**config.mk**
```make
export PLATFORM = sky130hd
export DESIGN_NAME = prog_truth_table
export DESIGN_NICKNAME = d
export VERILOG_FILES = /design/src/rtl/prog_tt_pkg.sv /design/src/rtl/prog_tt_persist.sv /design/src/rtl/prog_truth_table.sv
export SDC_FILE = /design/constraint.sdc
export NUM_CORES = 1
export LEC_CHECK = 0
export ABC_AREA = 1
export CAP_MARGIN = 40
export CORE_MARGIN = 3
export CORE_UTILIZATION = 63
export CTS_BUF_LIST = sky130_fd_sc_hd__clkbuf_4 sky130_fd_sc_hd__clkbuf_8
export CTS_CLUSTER_SIZE = 12
export DETAILED_ROUTE_END_ITERATION = 12
export GPL_TIMING_DRIVEN = 0
export PLACE_DENSITY = 0.87
export SLEW_MARGIN = 15
export SYNTH_ARGS = -nofsm -noshare
export SYNTH_HDL_FRONTEND = slang
export SYNTH_SLANG_ARGS = --single-unit
```
**constraint.sdc**
```tcl
create_clock -name clk -period 3.1 [get_ports clk]
set_input_delay 0.62 -clock clk [delete_from_list [all_inputs] [get_ports clk]]
set_output_delay 0.62 -clock clk [all_outputs]
set_load 0.01 [all_outputs]
```
**src/rtl/prog_tt_pkg.sv**
```systemverilog
// rtl/prog_tt_pkg.sv - shared load FSM state type and table depth helper for prog_truth_table
package prog_tt_pkg;

  // Serial table load sequencing: idle/run, shifting bits in, one-cycle commit
  typedef enum logic [1:0] {
    RUN    = 2'd0,
    LOAD   = 2'd1,
    COMMIT = 2'd2
  } tt_state_e;

  // Number of rows (table bits) for n logic inputs
  function automatic int unsigned tt_depth(input int unsigned n);
    return 32'd1 << n;
  endfunction

endpackage

```
**src/rtl/prog_tt_persist.sv**
```systemverilog
// rtl/prog_tt_persist.sv - persistence filter: out follows raw only after PERSIST consecutive differing edges
module prog_tt_persist #(
  parameter int unsigned PERSIST = 4
) (
  input  logic clk,
  input  logic rst_n,
  input  logic raw,
  output logic out
);

  localparam int unsigned CW = $clog2(PERSIST + 1);
  localparam logic [CW-1:0] LIMIT = CW'(PERSIST - 1);

  logic [CW-1:0] cnt_q;

  // Count edges where raw disagrees with out; flip out on the PERSIST-th one
  always_ff @(posedge clk or negedge rst_n) begin
    if (!rst_n) begin
      cnt_q <= '0;
      out   <= 1'b0;
    end else if (raw == out) begin
      cnt_q <= '0;
    end else if (cnt_q == LIMIT) begin
      out   <= raw;
      cnt_q <= '0;
    end else begin
      cnt_q <= cnt_q + CW'(1);
    end
  end

endmodule

```
**src/rtl/prog_truth_table.sv**
```systemverilog
// rtl/prog_truth_table.sv - programmable truth table with serial load port; PROG_TT_PERSIST_EN enables output filter
module prog_truth_table
  import prog_tt_pkg::*;
#(
  parameter int unsigned           N_IN        = 3,
  parameter logic [2**N_IN-1:0]    RESET_TABLE = 8'hA3,
  parameter int unsigned           PERSIST     = 4
) (
  input  logic            clk,
  input  logic            rst_n,
  input  logic [N_IN-1:0] in,
  input  logic            cfg_valid,
  input  logic            cfg_bit,
  input  logic            cfg_abort,
  output logic            cfg_ready,
  output logic            cfg_done,
  output logic            out
);

  localparam int unsigned       DEPTH    = tt_depth(N_IN);
  localparam int unsigned       CNT_W    = $clog2(DEPTH + 1);
  localparam logic [CNT_W-1:0]  LAST_BIT = CNT_W'(DEPTH - 1);

  tt_state_e        state_q, state_d;
  logic [DEPTH-1:0] table_q, table_d;
  logic [DEPTH-1:0] shadow_q, shadow_d;
  logic [CNT_W-1:0] count_q, count_d;
  logic [N_IN-1:0]  in_q;
  logic             raw;

  // Table MSB is row 0, so row k lives at bit DEPTH-1-k, which is ~k
  assign raw = table_q[~in_q];

  // Register inputs, load FSM state, shadow and active table
  always_ff @(posedge clk or negedge rst_n) begin
    if (!rst_n) begin
      state_q  <= RUN;
      table_q  <= RESET_TABLE;
      shadow_q <= '0;
      count_q  <= '0;
      in_q     <= '0;
    end else begin
      state_q  <= state_d;
      table_q  <= table_d;
      shadow_q <= shadow_d;
      count_q  <= count_d;
      in_q     <= in;
    end
  end

  // Load FSM: shift bits MSB-first into shadow, swap into table only at COMMIT
  always_comb begin
    state_d   = state_q;
    table_d   = table_q;
    shadow_d  = shadow_q;
    count_d   = count_q;
    cfg_ready = 1'b1;
    cfg_done  = 1'b0;
    unique case (state_q)
      RUN: begin
        if (cfg_valid) begin
          shadow_d = {shadow_q[DEPTH-2:0], cfg_bit};
          count_d  = CNT_W'(1);
          state_d  = LOAD;
        end
      end
      LOAD: begin
        if (cfg_abort) begin
          count_d = '0;
          state_d = RUN;
        end else if (cfg_valid) begin
          shadow_d = {shadow_q[DEPTH-2:0], cfg_bit};
          count_d  = count_q + CNT_W'(1);
          if (count_q == LAST_BIT) begin
            state_d = COMMIT;
          end
        end
      end
      COMMIT: begin
        cfg_ready = 1'b0;
        cfg_done  = 1'b1;
        table_d   = shadow_q;
        count_d   = '0;
        state_d   = RUN;
      end
      default: begin
        state_d = RUN;
      end
    endcase
  end

`ifdef PROG_TT_PERSIST_EN
  prog_tt_persist #(
    .PERSIST (PERSIST)
  ) u_persist (
    .clk   (clk),
    .rst_n (rst_n),
    .raw   (raw),
    .out   (out)
  );
`else
  // PERSIST has no effect without the filter; keep it referenced
  if (PERSIST == 0) begin : g_persist_ignored
  end

  // Unfiltered output: register raw result every edge
  always_ff @(posedge clk or negedge rst_n) begin
    if (!rst_n) begin
      out <= 1'b0;
    end else begin
      out <= raw;
    end
  end
`endif

endmodule

```
==> metrics.log, run 1 <==
INFO  metric worst_slew_pin_slew = 0.580 ns
INFO  metric vdd_ir_drop_max = 583 µV
INFO  metric hp-class = flop to flop
INFO  metric cts_made_buffers = 3
INFO  metric min_period_over_period = approximately 86%
INFO  metric worstPathRequired = about 2.5 ns
INFO  metric globalRoute.totalOverflow = 0
INFO  metric cp_cell_sequence = inv_1, ha_1, clkbuf_1, buf_2, inv_1, clkdlybuf4s50_1
INFO  metric drcViolationCount = 0
INFO  metric synth.yosys.warnings = 0
INFO  metric drt-vias-per-instance = about 5
INFO  metric globalRouteTotalUtil = 20.8%
INFO  metric portBuffers = 10
INFO  metric synth_seq_cells = 26
INFO  metric design.die.area = 2520 µm²
INFO  metric netlist-cell-type-count = 19
INFO  metric detail_route.first_pass.iterations = 4
INFO  metric cts_htree_levels = 1
INFO  metric post_synth.cell_area_avg = 8.31 µm²
INFO  metric core_area = 1780 µm²
INFO  metric critical-path-top-cell-by-count = inv_1
INFO  metric rows = 15
INFO  metric setup-violations-final = 0
INFO  metric synth_cells = between 100 and 150
INFO  metric grt_pass1_vias = 929
INFO  metric hold_start = table_q[5]$_DFFE_PN1N_
INFO  metric finish.utilization = 79.2%
INFO  metric cts_setup_buffers = 0
INFO  metric p_int = 582 µW
INFO  metric crit_type = flop to primary output
INFO  metric drive_above_1_share = approximately 10%
INFO  metric routed_wire_length_per_instance = ~12 µm
INFO  metric comb_power_share = about 31%
INFO  metric slew_viol_final = 0
INFO  metric endpoint_kind = primary output
INFO  metric antenna_cells = 0
INFO  metric critical_path.startpoint_type = flop
INFO  metric clk-insertion-delay-late = around 0.31 ns
INFO  metric setup_total_negative_slack = 0 ns
INFO  metric pin_count = 11
INFO  metric die_y = 50.2 µm
INFO  metric postSynthNetCount = 160
INFO  metric cap_violations = 0
INFO  metric critPathMaxStageDelay = 0.47 ns
INFO  metric worst_path_dominant_cell_family = buffers and inverters
INFO  metric clkPwrFrac = 18.2%
INFO  metric critical-path-slowest-cell = clkdlybuf4s50_1
INFO  metric tritoncts = yes
INFO  metric worst_setup_hold_path_clk_slew = around 0.13 ns
INFO  metric vias = between 900 and 1,000
INFO  metric clockBufferDepth = 2
INFO  metric cts_sinks = 26
INFO  metric swShare = 36.1%
INFO  metric antenna_found_initial = 0
INFO  metric netlist_top_cells_area = dfrtp_1 45%, nand2_1 17%, dfstp_2 8.5%
INFO  metric critical_path.n_buffers_inverters = 5
INFO  metric worstSetupStartpoint = state_q[0]$_DFFE_PN0P_
INFO  metric outcome = completed
INFO  metric place.detailed.hpwl = 1770 µm
INFO  metric start_util = 69.0%
INFO  metric dr.first_iter.drc_count = 46
INFO  metric synth_area_leader_cell = dfrtp_1
INFO  metric synth.top_cell.area_share = 44.8%
INFO  metric worst_clock_skew = roughly 0.0018 ns
INFO  metric post_synth_instance_area = 1230 µm²
INFO  metric sequential_area_share_after_synthesis = 53.3%
INFO  metric number_of_instances_resized_during_post_cts_repair = 0
INFO  metric cts-root-buf = clkbuf_4
INFO  metric critPathArrivalTime = 2.05 ns
INFO  metric antenna_violating_nets_post_route = 0
INFO  metric p_sw = 329 µW
INFO  metric final.min_clock_period = approximately 2.7 ns
INFO  metric path_max_fanout = 10
INFO  metric seq_power_share = 50.8%
INFO  metric power.leakage = 0.727 nW
INFO  metric fin_ws = 0.427 ns
INFO  metric finalWeightedCongestion = 0.731
INFO  metric fin_hold_ws = 0.500 ns
INFO  metric grt_max_degree = 16
INFO  metric fin_nets = approximately 180
INFO  metric setup_repair_after_global_routing_missed_its_margin = false
INFO  metric layout-area-overhead-vs-synth = 14.9%
INFO  metric finalWirelength = approximately 2300 µm
INFO  metric post-place-ws = around 0.8 ns
INFO  metric relative_max_transition_margin = 61.2%
INFO  metric achievable-frequency = 374 MHz
INFO  metric die_width = 50.2 µm
INFO  metric numPlacedInstances = 184
INFO  metric power_density = 645 nW/µm²
INFO  metric grt_pass1_wl = 3940 µm
INFO  metric worstReg2RegStart = state_q[0]$_DFFE_PN0P_
INFO  metric layout.cells.non_filler = 188
INFO  metric hold_violations = 0
INFO  metric ctsHoldBuffers = 0
-- through the flow --
stage	instance area, µm²	power (mW)
after floorplan	1230	0.664
after global placement	1360	0.722
after detailed placement	1380	0.745
after CTS	1410	0.912
after global routing	1410	0.972
final	1410	0.912
-- cell usage after synthesis --
master and number:
nand2_4 1, dfrtp_1 22, o21ai_0 11, nand4_1 2
nor3b_2 1, nor2_1 1, o21ai_1 1, ha_1 4
inv_1 21, nand2_1 57, o21ai_4 1, nand2_2 1
nand3_1 16, inv_2 1, clkbuf_1 1, xor2_1 1
dfstp_2 4, buf_4 1, buf_2 1
-- layout by cell type (no fill, tap or decap), types with 2 or more instances in the layout --
master	Yosys	layout
ha_1	4	4
clkbuf_4	0	3
dfrtp_1	22	22
clkdlybuf4s50_1	0	10
nand3_1	16	16
nand2_1	57	57
inv_1	21	21
o21ai_0	11	11
dfstp_2	4	4
nand4_1	2	2
-- kinds of logic (layout without fill, tap and decap cells) --
logic type / count (synthesis) / after routing / synth area share, %
AOI/OAI and AO/OA: 13 / 13 / 6.21
adders and majority gates: 4 / 4 / 4.07
xor gates and xnor gates: 1 / 1 / 0.712
DFF: 26 / 26 / 53.3
buffers and inverters: 25 / 40 / 8.04
and+or+nand+nor: 79 / 79 / 27.7
-- final cells by class --
cell class	instances	area, µm²
fill	119	370
inverter	22	82.6
multi-input combinational	97	475
sequential	26	656
clock buffer	4	36.3
tap	25	31.3
buffer	3	16.3
timing repair buffer	11	115
-- sequential cells by signal, summed over array words and instances, names as in the netlist --
name      count
count_q       4
state_q       2
in_q          3
table_q       8
shadow_q      8
out           1
-- worst reg2reg max path: cells and delay by family, from the launching register on --
family | cells | cell delay (ns)
AOI/OAI and AO/OA | 1 | 0.10
buffers and inverters | 3 | 0.63
DFF | 1 | 0.41
adders and majority gates | 1 | 0.17
and+or+nand+nor | 1 | 0.09
-- worst paths after layout --
kind                       cells after the start  slack (ns)                endpoint
setup reg to reg                               6        1.62  table_q[2]$_DFFE_PN0N_
max in group asynchronous                      2        1.86  table_q[5]$_DFFE_PN1N_
hold reg to reg                                2        0.50  table_q[5]$_DFFE_PN1N_
setup / recovery                               6        0.43               cfg_ready
min in group asynchronous                      1        0.66  count_q[2]$_DFFE_PN0P_
hold / removal                                 2        0.50  table_q[5]$_DFFE_PN1N_
-- metal layers --
layer	GRT usage [%]	vias up	wire, µm
li1	-	485	-
met1	25.6	452	1030
met2	37.4	26	1160
met3	2.67	4	74
met4	6.91	0	23
met5	0	-	0
-- power by group through the flow --
stage | clock network (mW) | registers, mW | logic (mW)
floorplan | 0 | 0.453 | 0.211
global placement | 0 | 0.462 | 0.259
detailed placement | 0 | 0.467 | 0.277
CTS | 0.169 | 0.460 | 0.282
global route | 0.185 | 0.468 | 0.319
finish | 0.166 | 0.463 | 0.283
Power figures use the tool's default switching activity.
==> inputs of run 2 (changes only) <==
CTS_BUF_LIST = sky130_fd_sc_hd__clkbuf_8   (was sky130_fd_sc_hd__clkbuf_4 sky130_fd_sc_hd__clkbuf_8)
CTS_CLUSTER_SIZE = 8   (was 12)
==> run 2 against run 1 <==
  * Clock skew is 0.00054 ns lower
  * Maximum frequency is 2.1% higher
  * Register-to-register slack is essentially flat
  * Sequential cell count unchanged
  * Hold slack worse by 0.0079 ns
  * Count of clock-buffer cells in the layout unchanged
  * Critical path type unchanged
  * Largest power group unchanged
  * Highest routed layer unchanged
==> metrics.log, run 2 (same netlist as run 1, synthesis figures left out) <==
INFO  metric outcome = completed
INFO  metric cts_sinks = 26
INFO  metric setup.reg_to_reg.worst_slack = 1.62 ns
INFO  metric antenna_found_initial = 0
INFO  metric drive_above_1_share = 9.82%
INFO  metric cts_made_buffers = 3
INFO  metric top_flop_regs = shadow_q: 8 flops, table_q: 8 flops, count_q: 4 flops
INFO  metric worst_slew_pin_slew = around 0.58 ns
INFO  metric numPlacedInstances = 184
INFO  metric power_density = 675 nW/µm²
INFO  metric hold_violations = 0
INFO  metric die_y = 50.2 µm
INFO  metric drcViolationCount = 0
INFO  metric layout-area-overhead-vs-synth = 16.4%
INFO  metric portBuffers = 10
INFO  metric cts-root-buf = clkbuf_8
INFO  metric critPathMaxStageDelay = between 0.4 and 0.5 ns
INFO  metric cts_htree_levels = 1
INFO  metric setup_total_negative_slack = 0 ns
INFO  metric final_cell_mix = 57 x nand2_1, 22 x dfrtp_1, 21 x inv_1, 16 x nand3_1, 11 x o21ai_0
INFO  metric rows = 15
INFO  metric detail_route.first_pass.iterations = 4
INFO  metric dr.first_iter.drc_count = 32
INFO  metric cp_cell_sequence = inv_1, ha_1, clkbuf_1, buf_2, inv_1, clkdlybuf4s50_1
INFO  metric globalRouteTotalUtil = between 20% and 30%
INFO  metric fin_nets = approximately 180
INFO  metric core_area = 1780 µm²
INFO  metric timing.hold.worst_path_depth = 2
INFO  metric crit_type = flop to primary output
INFO  metric critical_path.startpoint_type = flop
INFO  metric pin_count = 11
INFO  metric relative_max_transition_margin = 61.5%
INFO  metric design.die.area = 2520 µm²
INFO  metric finalPower = 966 µW
INFO  metric ctsHoldBuffers = 0
INFO  metric grt_max_degree = 16
INFO  metric achievable-frequency = 382 MHz
INFO  metric power.leakage = 0.735 nW
INFO  metric cts_setup_buffers = 0
INFO  metric num-fill-cells = 117
INFO  metric critPathArrivalTime = around 2.0 ns
INFO  metric endpoint_kind = primary output
INFO  metric seq_area = about 660 µm²
INFO  metric multiInputGateArea = around 480 µm²
INFO  metric post-place-ws = 0.780 ns
INFO  metric cap_violations = 0
INFO  metric clockBufferDepth = 2
INFO  metric final_common_cell = nand2_1
INFO  metric finish.utilization = around four fifths
INFO  metric place.detailed.hpwl = 1770 µm
INFO  metric antenna_violating_nets_post_route = 0
INFO  metric grt_pass1_wl = just over 4000 µm
INFO  metric worstReg2RegStart = state_q[0]$_DFFE_PN0P_
INFO  metric grt_pass1_vias = 974
INFO  metric tritoncts = yes
INFO  metric number_of_instances_resized_during_post_cts_repair = 0
INFO  metric antenna_cells = 0
INFO  metric worst_path_dominant_cell_family = buffers and inverters
INFO  metric finalWirelength = 2380 µm
INFO  metric clk-insertion-delay-late = between 0.2 and 0.3 ns
INFO  metric worst_clock_skew = about 0.0012 ns
INFO  metric drt-vias-per-instance = 5.35
INFO  metric setup_repair_after_global_routing_missed_its_margin = false
INFO  metric finalWeightedCongestion = roughly 0.73
INFO  metric crit-reg2reg-capture = table_q[2]$_DFFE_PN0N_
INFO  metric layout.cells.non_filler = 188
INFO  metric critical-path-slowest-cell = clkdlybuf4s50_1
INFO  metric critical-path-top-cell-by-count = inv_1
INFO  metric setup-violations-final = 0
INFO  metric reg2reg_depth = 6
INFO  metric final.min_clock_period = 2.62 ns
INFO  metric slew_viol_final = 0
INFO  metric hold_end = shadow_q[7]$_DFFE_PN0P_
INFO  metric start_util = 69.0%
INFO  metric vias = 1,005
INFO  metric hp-class = flop to flop
INFO  metric path_max_fanout = 10
INFO  metric globalRoute.totalOverflow = 0
INFO  metric vdd_ir_drop_max = 642 µV
INFO  metric fin_ws = approximately 0.48 ns
INFO  metric critical_path.n_buffers_inverters = 5
INFO  metric worst_setup_hold_path_clk_slew = 0.08 ns
INFO  metric die_width = 50.2 µm
INFO  metric worstPathRequired = 2.48 ns
INFO  metric min_period_over_period = a little over four fifths
INFO  metric routed_wire_length_per_instance = 12.6 µm
INFO  metric hold_start = shadow_q[7]$_DFFE_PN0P_
## run 2: cell count changes in the layout (fill, tap and decap cells not counted)
cell and change:
clkbuf_8 +3, clkbuf_4 -3
## run 2: per-layer routing
| metal | global-route usage (%) | vias to the layer above | wire [µm] |
|---|---|---|---|
| li1 | - | 486 | - |
| met1 | 25.6 | 466 | 990 |
| met2 | 38.7 | 45 | 1200 |
| met3 | 3.26 | 8 | 138 |
| met4 | 11.5 | 0 | 53 |
| met5 | 0 | - | 0 |
## run 2: through the flow
step	hold WS, ns	area (µm²)
2_1_floorplan	0.324	1230
4_1_cts	0.490	1430
3_5_place_dp	0.469	1380
5_1_grt	0.521	1430
6_report	0.492	1430
3_3_place_gp	0.455	1360
## run 2: worst register-to-register path, delay by kind of cell (launching register included)
family                     cells  cell delay [ns]
AOI/OAI and AO/OA              1             0.10
adders and majority gates      1             0.17
buffers and inverters          3             0.63
DFF                            1             0.40
and+or+nand+nor                1             0.09
## run 2: how the worst max path moves through the flow
stage | start | end | slack [ns] | cells past startpoint
2_1_floorplan | state_q[0]$_DFFE_PN0P_ | cfg_ready | 1.32 | 5
3_3_place_gp | state_q[0]$_DFFE_PN0P_ | cfg_ready | 0.79 | 6
3_5_place_dp | state_q[0]$_DFFE_PN0P_ | cfg_ready | 0.78 | 6
4_1_cts | state_q[0]$_DFFE_PN0P_ | cfg_ready | 0.48 | 6
5_1_grt | state_q[0]$_DFFE_PN0P_ | cfg_ready | 0.35 | 6
6_report | state_q[0]$_DFFE_PN0P_ | cfg_ready | 0.48 | 6
## run 2: area by class of cell
class	instances	area share (%)
multi-input combinational	97	33.2
buffer	3	1.14
sequential	26	45.8
inverter	22	5.77
timing repair buffer	11	8.04
clock buffer	4	3.85
tap	25	2.19
## run 2: power by group
group | total, mW | leakage, nW | switching [mW] | internal (mW)
registers | 0.465 | 0.329 | 0.0560 | 0.409
clock network | 0.213 | 0.0288 | 0.100 | 0.113
logic | 0.288 | 0.377 | 0.186 | 0.102
total | 0.966 | 0.735 | 0.342 | 0.624
==> inputs of run 3 (changes only) <==
CORE_ASPECT_RATIO = 1.75   (was unset)
CORE_UTILIZATION = 53   (was 63)
PLACE_DENSITY = 0.78   (was 0.87)
clock period = 2.31 ns   (was 3.1 ns; I/O delays follow)
==> run 3 against run 2 <==
  * Worst setup slack worse by 0.36 ns
  * Final cell count is 1.1% lower
  * Critical endpoint unchanged
  * First-iteration DRC count is 31% lower
  * Largest cell class unchanged
==> metrics.log, run 3 (same netlist as run 1, synthesis figures left out) <==
INFO  metric portBuffers = 10
INFO  metric hold_violations = 0
INFO  metric critPathMaxStageDelay = ~0.47 ns
INFO  metric setup_total_negative_slack = 0 ns
INFO  metric cts_sinks = 26
INFO  metric pin_count = 11
INFO  metric fin_hold_ws = 0.488 ns
INFO  metric final_common_cell = nand2_1
INFO  metric cts-root-buf = clkbuf_8
INFO  metric power_density = roughly 940 nW/µm²
INFO  metric die_width = between 40 and 50 µm
INFO  metric endpoint_kind = primary output
INFO  metric design.die.area = 2960 µm²
INFO  metric relative_max_transition_margin = between 60 and 70%
INFO  metric layout-area-overhead-vs-synth = 18.5%
INFO  metric ctsHoldBuffers = 0
INFO  metric worst_clock_skew = ~0.0047 ns
INFO  metric finalWirelength = 2420 µm
INFO  metric grt_max_degree = 18
INFO  metric grt_pass1_vias = 1,060
INFO  metric critical-path-top-cell-by-count = inv_1
INFO  metric place.detailed.hpwl = 1870 µm
INFO  metric seq_area = 656 µm²
INFO  metric core_area = 2150 µm²
INFO  metric start_util = 57.3%
INFO  metric antenna_cells = 0
INFO  metric critical-path-slowest-cell = clkdlybuf4s50_1
INFO  metric top_flop_regs = shadow_q: 8 flops, table_q: 8 flops, count_q: 4 flops
INFO  metric setup-violations-final = 0
INFO  metric crit_type = flop to primary output
INFO  metric drt-vias-per-instance = approximately 5.3
INFO  metric hp-class = flop to flop
INFO  metric routed_wire_length_per_instance = 13.0 µm
INFO  metric vias = 984
INFO  metric cts_setup_buffers = 0
INFO  metric globalRouteTotalUtil = roughly a fifth
INFO  metric critPathArrivalTime = 1.73 ns
INFO  metric groute.layer.met3.usage = 2.86%
INFO  metric detail_route.first_pass.iterations = 2
INFO  metric finalPower = 1.37 mW
INFO  metric worst_slew_pin_slew = approximately 0.50 ns
INFO  metric slew_viol_final = 0
INFO  metric cap_violations = 0
INFO  metric worst_path_dominant_cell_family = buffers and inverters
INFO  metric grt_pass1_wl = around 4300 µm
INFO  metric outcome = completed
INFO  metric worstPathRequired = ~1.9 ns
INFO  metric power.leakage = ~0.74 nW
INFO  metric critical_path.startpoint_type = flop
INFO  metric die_y = 69.7 µm
INFO  metric vdd_ir_drop_max = 710 µV
INFO  metric groute.layer.met2.usage = 34.5%
INFO  metric global_route.peak_usage_layer = met2
INFO  metric cts_htree_levels = 1
INFO  metric setup_repair_after_global_routing_missed_its_margin = false
INFO  metric finalWeightedCongestion = 0.780
INFO  metric antenna_violating_nets_post_route = 0
INFO  metric globalRoute.totalOverflow = 0
INFO  metric min_period_over_period = 94.7%
INFO  metric drive_above_1_share = 10.5%
INFO  metric critical_path.n_buffers_inverters = 4
INFO  metric fin_nets = 175
INFO  metric cp_cell_sequence = inv_1, ha_4, clkbuf_4, inv_1, clkdlybuf4s50_1
INFO  metric clockBufferDepth = 2
INFO  metric globalRouteMet1Util = between 20% and 30%
INFO  metric final.min_clock_period = about 2.2 ns
INFO  metric path_max_fanout = 10
INFO  metric tritoncts = yes
INFO  metric multiInputGateArea = 488 µm²
INFO  metric antenna_found_initial = 0
INFO  metric rows = 22
INFO  metric dr.first_iter.drc_count = 22
INFO  metric clk-insertion-delay-late = 0.27 ns
INFO  metric cts_made_buffers = 3
INFO  metric drcViolationCount = 0
INFO  metric achievable-frequency = 457 MHz
INFO  metric num-fill-cells = 182
INFO  metric final_cell_mix = 57 x nand2_1, 22 x dfrtp_1, 21 x inv_1, 16 x nand3_1, 11 x o21ai_0
INFO  metric worst_setup_hold_path_clk_slew = approximately 0.090 ns
[run 3: cell types whose count changed in the layout (fill, tap and decap cells not counted), sizes merged]
cell	change
buf	-1
bufinv	+1
clkbuf	-1
[run 3: layer usage]
metal	part of all wire, %	wire [µm]
met1	39	937
met2	55	1330
met3	2.9	71
met4	3.2	77
met5	0	0
[run 3: power by group]
part	leakage (nW)	internal [mW]	switching, mW
Combinational	0.374	0.136	0.241
Sequential	0.329	0.549	0.0721
Clock	0.0357	0.232	0.144
Total	0.739	0.916	0.457
[run 3: per-stage QoR]
stage                     setup WS (ns)  instances  utilization, %  instance area, µm²
after floorplan                   0.692        148               -                1230
after global placement            0.133        182            63.3                1360
after detailed placement          0.105        183            64.0                1380
after CTS                        0.0263        186            67.3                1450
after global routing             0.0207        186            67.9                1460
final                             0.123        186            67.9                1460
[run 3: repair_timing]
| item | CTS | global route |
|---|---|---|
| endpoints found under the setup margin | 1 | 1 |
| hold endpoints to repair | 0 | 0 |
| cloned | 0 | 0 |
| resized for setup | 1 | 2 |
[run 3: final timing paths]
path | start | to | depth (start not counted) | slack, ns
hold / removal | count_q[3]$_DFFE_PN0P_ | count_q[3]$_DFFE_PN0P_ | 2 | 0.49
max in group asynchronous | rst_n | table_q[7]$_DFFE_PN1N_ | 2 | 1.23
hold reg to reg | count_q[3]$_DFFE_PN0P_ | count_q[3]$_DFFE_PN0P_ | 2 | 0.49
min in group asynchronous | rst_n | in_q[1]$_DFF_PN0_ | 1 | 0.52
setup reg to reg | state_q[1]$_DFFE_PN0P_ | shadow_q[3]$_DFFE_PN0P_ | 7 | 0.80
setup / recovery | state_q[0]$_DFFE_PN0P_ | cfg_ready | 5 | 0.12
[run 3: layout make-up]
class | instances | share of cell area, %
clock inverters | 1 | 2.06
multi-input cells | 97 | 33.5
clock buffers | 3 | 2.83
well taps | 24 | 2.06
repair buffers | 11 | 7.90
flip-flops and latches | 26 | 45.0
plain buffers | 2 | 1.03
inverters | 22 | 5.67
[run 3: tightest hold or removal path, stage by stage, from the launching register on]
cell     delay (ns)
dfrtp_1        0.36
nand2_1        0.05
nand2_1        0.05
